==> src/rtl/iob_pfsm_timed.sv <==
// Programmable LUT-driven FSM with optional per-transition dwell (IOB_PFSM_TIMED_DWELL_EN); one lookup per enabled edge in RUN.
// Outputs registered one edge after lookup; config writes accepted only while idle; cke_i low freezes everything.
module iob_pfsm_timed #(
    parameter int INPUT_W  = 1,
    parameter int STATE_W  = 2,
    parameter int OUTPUT_W = 1,
    parameter int DWELL_W  = 8,
    parameter int DATA_W   = 32,
`ifdef IOB_PFSM_TIMED_DWELL_EN
    localparam int FIELD_DW = DWELL_W,
`else
    // No dwell field in the LUT word.
    localparam int FIELD_DW = 0 * DWELL_W,
`endif
    localparam int LUT_W   = OUTPUT_W + STATE_W + FIELD_DW,
    localparam int N_WORDS = (LUT_W + DATA_W - 1) / DATA_W,
    localparam int SEL_W   = $clog2(N_WORDS) + 1,
    localparam int ADDR_W  = STATE_W + INPUT_W
) (
    input  logic                clk_i,
    input  logic                cke_i,
    input  logic                rst_i,
    input  logic                start_i,
    input  logic                stop_i,
    input  logic [INPUT_W-1:0]  input_ports_i,
    output logic [OUTPUT_W-1:0] output_ports_o,
    output logic [STATE_W-1:0]  state_o,
    output logic                running_o,
    input  logic                cfg_wen_i,
    input  logic [ADDR_W-1:0]   cfg_addr_i,
    input  logic [SEL_W-1:0]    cfg_sel_i,
    input  logic [DATA_W-1:0]   cfg_wdata_i,
    output logic                cfg_ready_o
);

    localparam int N_ENTRIES = 1 << ADDR_W;

    typedef enum logic [1:0] {
        IDLE = 2'd0,
        RUN  = 2'd1,
        HOLD = 2'd2
    } ctrl_e;

    ctrl_e               ctrl_q, ctrl_d;
    logic [STATE_W-1:0]  state_q, state_d;
    logic [OUTPUT_W-1:0] out_q, out_d;
    logic [LUT_W-1:0]    lut_q [N_ENTRIES];
    logic [LUT_W-1:0]    lut_d [N_ENTRIES];

    logic [LUT_W-1:0]    lut_rd;
    logic [OUTPUT_W-1:0] lut_out;
    logic [STATE_W-1:0]  lut_next;
    logic                wr_en;

`ifdef IOB_PFSM_TIMED_DWELL_EN
    logic [DWELL_W-1:0]  cnt_q, cnt_d;
    logic [DWELL_W-1:0]  lut_dwell;
`endif

    assign lut_rd   = lut_q[{state_q, input_ports_i}];
    assign lut_out  = lut_rd[OUTPUT_W-1:0];
    assign lut_next = lut_rd[OUTPUT_W +: STATE_W];
`ifdef IOB_PFSM_TIMED_DWELL_EN
    assign lut_dwell = lut_rd[OUTPUT_W+STATE_W +: DWELL_W];
`endif

    assign output_ports_o = out_q;
    assign state_o        = state_q;
    assign wr_en          = cfg_wen_i && cfg_ready_o && (int'(cfg_sel_i) < N_WORDS);

    // State register: reset dominates, cke_i low holds every flop.
    always_ff @(posedge clk_i) begin
        if (rst_i) begin
            ctrl_q  <= IDLE;
            state_q <= '0;
            out_q   <= '0;
            lut_q   <= '{default: '0};
`ifdef IOB_PFSM_TIMED_DWELL_EN
            cnt_q   <= '0;
`endif
        end else if (cke_i) begin
            ctrl_q  <= ctrl_d;
            state_q <= state_d;
            out_q   <= out_d;
            lut_q   <= lut_d;
`ifdef IOB_PFSM_TIMED_DWELL_EN
            cnt_q   <= cnt_d;
`endif
        end
    end

    // Slice write: only the bits belonging to the selected DATA_W slice change.
    always_comb begin
        lut_d = lut_q;
        if (wr_en) begin
            for (int b = 0; b < LUT_W; b++) begin
                if ((b / DATA_W) == int'(cfg_sel_i)) begin
                    lut_d[cfg_addr_i][b] = cfg_wdata_i[b % DATA_W];
                end
            end
        end
    end

    always_comb begin
        ctrl_d  = ctrl_q;
        state_d = state_q;
        out_d   = out_q;
`ifdef IOB_PFSM_TIMED_DWELL_EN
        cnt_d   = cnt_q;
`endif
        case (ctrl_q)
            IDLE: begin
                if (start_i && !stop_i) begin
                    ctrl_d = RUN;
                end
            end
            RUN: begin
                if (stop_i) begin
                    ctrl_d  = IDLE;
                    state_d = '0;
                    out_d   = '0;
                end else begin
                    state_d = lut_next;
                    out_d   = lut_out;
`ifdef IOB_PFSM_TIMED_DWELL_EN
                    if (lut_dwell != '0) begin
                        cnt_d  = lut_dwell;
                        ctrl_d = HOLD;
                    end
`endif
                end
            end
`ifdef IOB_PFSM_TIMED_DWELL_EN
            HOLD: begin
                if (stop_i) begin
                    ctrl_d  = IDLE;
                    state_d = '0;
                    out_d   = '0;
                    cnt_d   = '0;
                end else begin
                    cnt_d = cnt_q - DWELL_W'(1);
                    if (cnt_q == DWELL_W'(1)) begin
                        ctrl_d = RUN;
                    end
                end
            end
`endif
            default: begin
                ctrl_d  = IDLE;
                state_d = '0;
                out_d   = '0;
            end
        endcase
    end

    always_comb begin
        running_o   = (ctrl_q != IDLE);
        cfg_ready_o = (ctrl_q == IDLE);
    end

endmodule

==> config.mk <==
export PLATFORM = sky130hd
export DESIGN_NAME = iob_pfsm_timed
export DESIGN_NICKNAME = d
export VERILOG_FILES = /design/src/rtl/iob_pfsm_timed.sv
export SDC_FILE = /design/constraint.sdc
export NUM_CORES = 1
export LEC_CHECK = 0
export CAP_MARGIN = 20
export CELL_PAD_IN_SITES_DETAIL_PLACEMENT = 1
export CELL_PAD_IN_SITES_GLOBAL_PLACEMENT = 1
export CORE_MARGIN = 2
export CORE_UTILIZATION = 36
export DETAILED_ROUTE_END_ITERATION = 10
export GPL_TIMING_DRIVEN = 1
export PLACE_DENSITY_LB_ADDON = 0.1
export SETUP_SLACK_MARGIN = 0.05
export SLEW_MARGIN = 5
export SYNTH_ARGS = -nofsm -noshare
export SYNTH_HDL_FRONTEND = slang
export SYNTH_SLANG_ARGS = --single-unit
==> constraint.sdc <==
create_clock -name clk_i -period 1.97 [get_ports clk_i]
set_clock_uncertainty 0.05 [all_clocks]
set_input_delay 0.394 -clock clk_i [delete_from_list [all_inputs] [get_ports clk_i]]
set_output_delay 0.394 -clock clk_i [all_outputs]
set_load 0.005 [all_outputs]
### After elaboration in Yosys (flattened, before gate mapping)

Index checks and enable logic that the tools add are counted.

| cells by class | value |
|---|---|
| mux-type cells | 24 |
| order comparisons | 4 |
| equal/unequal tests | 3 |
| bitwise operators | 3 |
| reduce and logical (&&, ||, !) cells | 10 |

Operators with widths:

| operator | number |
|---|---|
| 2-to-1 mux 24 bit | 5 |
| bitwise mux 24 bit | 3 |
| demux 3 bit (select 3 bit) | 3 |
| binary-select mux 3 bit (select 3 bit) | 1 |
| 2-to-1 mux 3 bit | 3 |
| >= comparator 4 bit (second input constant) | 2 |
| 2-to-1 mux 2 bit | 4 |
| inverter 3 -> 4 bit | 2 |
| case mux 2 bit (2 select lines) | 2 |
| logical AND 1 bit | 4 |
| less-than comparator 4 x 1 -> 1 bit (second input constant) | 1 |
| AND reduction 2 bit | 2 |
| AND reduction 3 bit | 1 |
| == test 2 x 1 -> 1 bit (second input constant) | 1 |
| zero test 2 bit | 1 |
| 2-to-1 mux 1 bit | 2 |
| inequality test 2 x 1 -> 1 bit (second input constant) | 1 |
| inequality test 2 bit (second input constant) | 1 |
| case mux 1 bit (2 select lines) | 1 |
| nonzero test 2 bit | 1 |
| zero test 1 bit | 1 |
| less-than comparator 1 bit (second input constant) | 1 |
| inverter 1 bit | 1 |

| storage, ports and cells | value |
|---|---|
| bits of input ports | 43 |
| output and inout port bits | 5 |
| logic and storage cells | 55 |
| register bits | 29 |

### Longest topological paths before layout

| logic depth | value |
|---|---|
| depth in word-level cells | 13 |
| mapped depth | 5 |
| mapped depth without buffers | 3 |

### Worst setup path before layout

OpenSTA, ideal clock, no wires.

| path | value |
|---|---|
| path type | input port to flip-flop |
| start | input input_ports_i |
| end | register out_q, in the netlist output_ports_o |
| slack | 0.498 ns |
| stages | 4 |
| arrival | 1.306 ns |
| setup time | 0.116 ns |
| buffers on the path | 1 |
| required time | 1.804 ns |
| cells stage by stage | buf_6 -> mux4_2 -> nand2b_1 -> a41o_1 |

| on the way | value |
|---|---|
| longest elaborated chain between the ends | 6 |

Ends and longest elaborated chain:

| what | line | text |
|---|---|---|
| start: declaration | 25 | `input logic [INPUT_W-1:0] input_ports_i,` |
| inverter 3 -> 4 bit (implied by the code) | 60 | `assign lut_rd = lut_q[{state_q, input_ports_i}];` |
| binary-select mux 3 bit (select 3 bit) | 60 |  |
| 2-to-1 mux 3 bit (implied by the code) (2 in series) | 60 |  |
| 2-to-1 mux 1 bit | 118 | `if (stop_i) begin` |
| case mux 1 bit (2 select lines) | 111 | `case (ctrl_q)` |
| end signal: assignment | 84 | `out_q <= out_d;` |
| end: declaration | 46 | `logic [OUTPUT_W-1:0] out_q, out_d;` |

No other way between the ends. The select of a mux whose other input is x is not followed.
A chain may end at the register's enable or synchronous reset.

### Worst setup path after layout

| path | value |
|---|---|
| start | register state_q[1], in the netlist state_o[1] |
| end | output state_o[1] |

RTL lines:

| what | line | text |
|---|---|---|
| start: declaration | 45 | `logic [STATE_W-1:0] state_q, state_d;` |
| start signal: assignment | 83 | `state_q <= state_d;` |
| end: declaration | 27 | `output logic [STATE_W-1:0] state_o,` |

No word-level cell between the ends.

==> out/metrics.yaml <==
clocking:
  clkSlewWorstSetupHoldPaths_ns: 0.10
  sink_count: 28
  htreeDepth: 1
  cts.repair.resized: 0
  post_cts_setup_buffers: 0
  skew_pair_late_insertion_delay_ns: 0.27
  cts_hold_repair.buffers: 0
  clock_tree.root_cell: "sky130_fd_sc_hd__clkbuf_8"
  numCtsBuffers: 3
  cts_tree: "built"
  number_of_buffers_on_the_longest_clock_path: 2
place:
  dp_hpwl_mm: 2.94
  port_buffers: 18
  finalWeightedCongestion: 0.756
  post-place-ws_ns: -0.120
  number_of_placed_instances_taps_included: 217
route:
  num_vias: 1363
  firstDrtPassIters: 4
  ant_nets: 0
  drt-met1-wl_mm: 1.96
  dr.max_layer_used: "met4"
  detail_route.wl_per_cell_um: 19.3
  avgViaCountPerCell: 6.17
  detail_route.wirelength_mm: 4.27
  wl_met2_mm: 2.17
  post-route-drc-count: 0
  detailed_router_s_first_iteration_violation_count: 44
  met3WireLength_um: 113
logic_synthesis:
  post_synth_main_area_contributors: "sky130_fd_sc_hd__dfxtp_1 39%, sky130_fd_sc_hd__o31ai_1 12%, sky130_fd_sc_hd__nand4_1 10%"
  synth.distinct_cells: 32
  yosysTopAreaCell: "sky130_fd_sc_hd__dfxtp_1"
  syn_area_per_cell_sq_um: 9.09
  synthesis.nets: 203
  yosysWarnings: 0
  netlist_area_sq_um: 1450
  synthCells: 160
  post_synthesis_register_bit_count: 28
  synth_largest_type_area_fraction_pct: 38.6
  synth-seq-area-share_pct: 38.6
timing:
  finalCriticalPeriod_ns: 1.82
  report.final.setup_viol: 0
  final-hold-violation-count: 0
  setup_slack_ns: 0.154
  rsz0062_at_grt: "no"
  drv_slew: 0
  timing.max_slew.rel_slack_pct: 70.6
  fmaxAchievable_ghz: 0.551
  tightestPinTransition_ns: 0.440
  final.period_utilization_pct: 92.2
floorplanning:
  chipWidth_um: 67.6
  initial_core_util_pct: 36.9
  io_pins: 48
  rows: 23
  fp.dieH_um: 67.6
  total_die_area_sq_um: 4560
  core_area_sq_um: 3940
finish:
  design.final.nets: 215
  layout_cells_sized_above_1_pct: 9.94
  final_cell_count_no_fill: 221
  area_growth_syn_to_layout_pct: 20.4
  layout_common_cells: "28 x sky130_fd_sc_hd__dfxtp_1, 27 x sky130_fd_sc_hd__a21oi_1, 24 x sky130_fd_sc_hd__nand4_1, 24 x sky130_fd_sc_hd__o31ai_1, 18 x sky130_fd_sc_hd__clkdlybuf4s50_1"
  finalCoreUtilization_pct: 44.4
  layout.cells.most_common: "sky130_fd_sc_hd__dfxtp_1"
  antenna_cells: 0
pwr:
  leakagePower_uw: 0.000559
  vdd.ir_drop.worst_v: 0.000291
  p_per_area_nw_per_um2: 620
  fin_total_pwr_uw: 1090
critical_path:
  worstPathRequired_ns: 1.53
  timing.critical_path.to_type: "output port"
  cp.buffers_inverters: 1
  worst_r2r_startpoint: "state_o[1]"
  crit_arrival_ns: 1.37
  setup.worst_path.start_class: "register"
  critPathMaxFanout: 8
  critPathKind: "reg -> out"
  startpoint: "state_o[1]"
  critical-path-top-delay-family: "buffers and inverters"
  critical_path.slowest_cell: "sky130_fd_sc_hd__clkdlybuf4s50_1"
  timing.critical_path.cells: "clkdlybuf4s50_1"
  cpPeakStageDelay_ns: 0.57
grt:
  global_route_congestion_overflow_total: 0
  pin_count_of_the_biggest_net_entering_global_routing: 25
  first_global_vias: 1376
  antenna_found_initial: 0
  gr-usage-all-layers_pct: 20.4
  grt_first_pass_wirelength_mm: 6.93
worst_hold_path:
  hold_path_class: "reg -> reg"
  hold_path_startpoint: "lut_q[13]"
run_status:
  status: "completed"
job:
  cap_viol_max_count: 0
==> where the power goes <==
part / total [uW] / leakage (uW) / internal (uW) / switching, uW
Sequential: 574 / 0.000226 / 570 / 3.40
Combinational: 150 / 0.000304 / 62.3 / 87.6
Clock: 362 / 0.0000288 / 179 / 183
==> through the flow <==
stage / setup TNS [ns] / hold WS [ns] / instance area, sq um
CTS: 0 / 0.434 / 1750
floorplan: 0 / 0.391 / 1450
global placement: -0.169 / 0.403 / 1700
global route: 0 / 0.449 / 1750
finish: 0 / 0.432 / 1750
detailed placement: -0.270 / 0.416 / 1700
==> cell usage after synthesis, drive strengths merged <==
master   number
or2           1
mux4          3
nand2         3
a211oi        1
mux2i         6
and2          2
clkbuf       11
dfxtp        28
nor3          1
inv           2
nor3b         1
a41o          1
a21oi        27
nor2          2
and4bb        1
a221o         2
buf           9
nand2b        3
nor2b         2
o31ai        24
nand3b        1
a211o         2
o21ai         2
nand4bb       1
nand4        24
==> path summary, 6_finish.rpt <==
check	cells after the start	slack [ns]	to
setup / recovery	1	0.15	state_o[1]
hold / removal	2	0.43	lut_q[13]
setup reg to reg	3	0.59	output_ports_o
hold reg to reg	2	0.43	lut_q[13]
==> sequential cells by signal (all words and copies together) (netlist names) <==
name            cells
state_o             2
lut_q              24
ctrl_q              1
output_ports_o      1
==> kinds of logic (layout without fill, tap and decap cells) <==
family / count (synthesis) / after routing / synth area share [%]
AO/OA/AOI/OAI: 59 / 59 / 26.2
buffers and inverters: 22 / 33 / 7.83
multiplexers: 9 / 9 / 9.29
AND/OR/NAND/NOR: 42 / 42 / 18.2
flip-flops: 28 / 28 / 38.6
==> area by class of cell <==
class,instances,area [sq um]
fillers,461,2190
multi-input cells,110,779
flip-flops and latches,28,561
repair buffers,27,285
well taps,50,62.6
clock buffers,4,55.1
inverters,2,7.51
==> layer usage <==
metal	track usage, %	up-vias
li1	-	650
met1	26.1	691
met2	36.9	20
met3	3.00	2
met4	3.06	0
met5	0	-
Power figures use the tool's default switching activity.
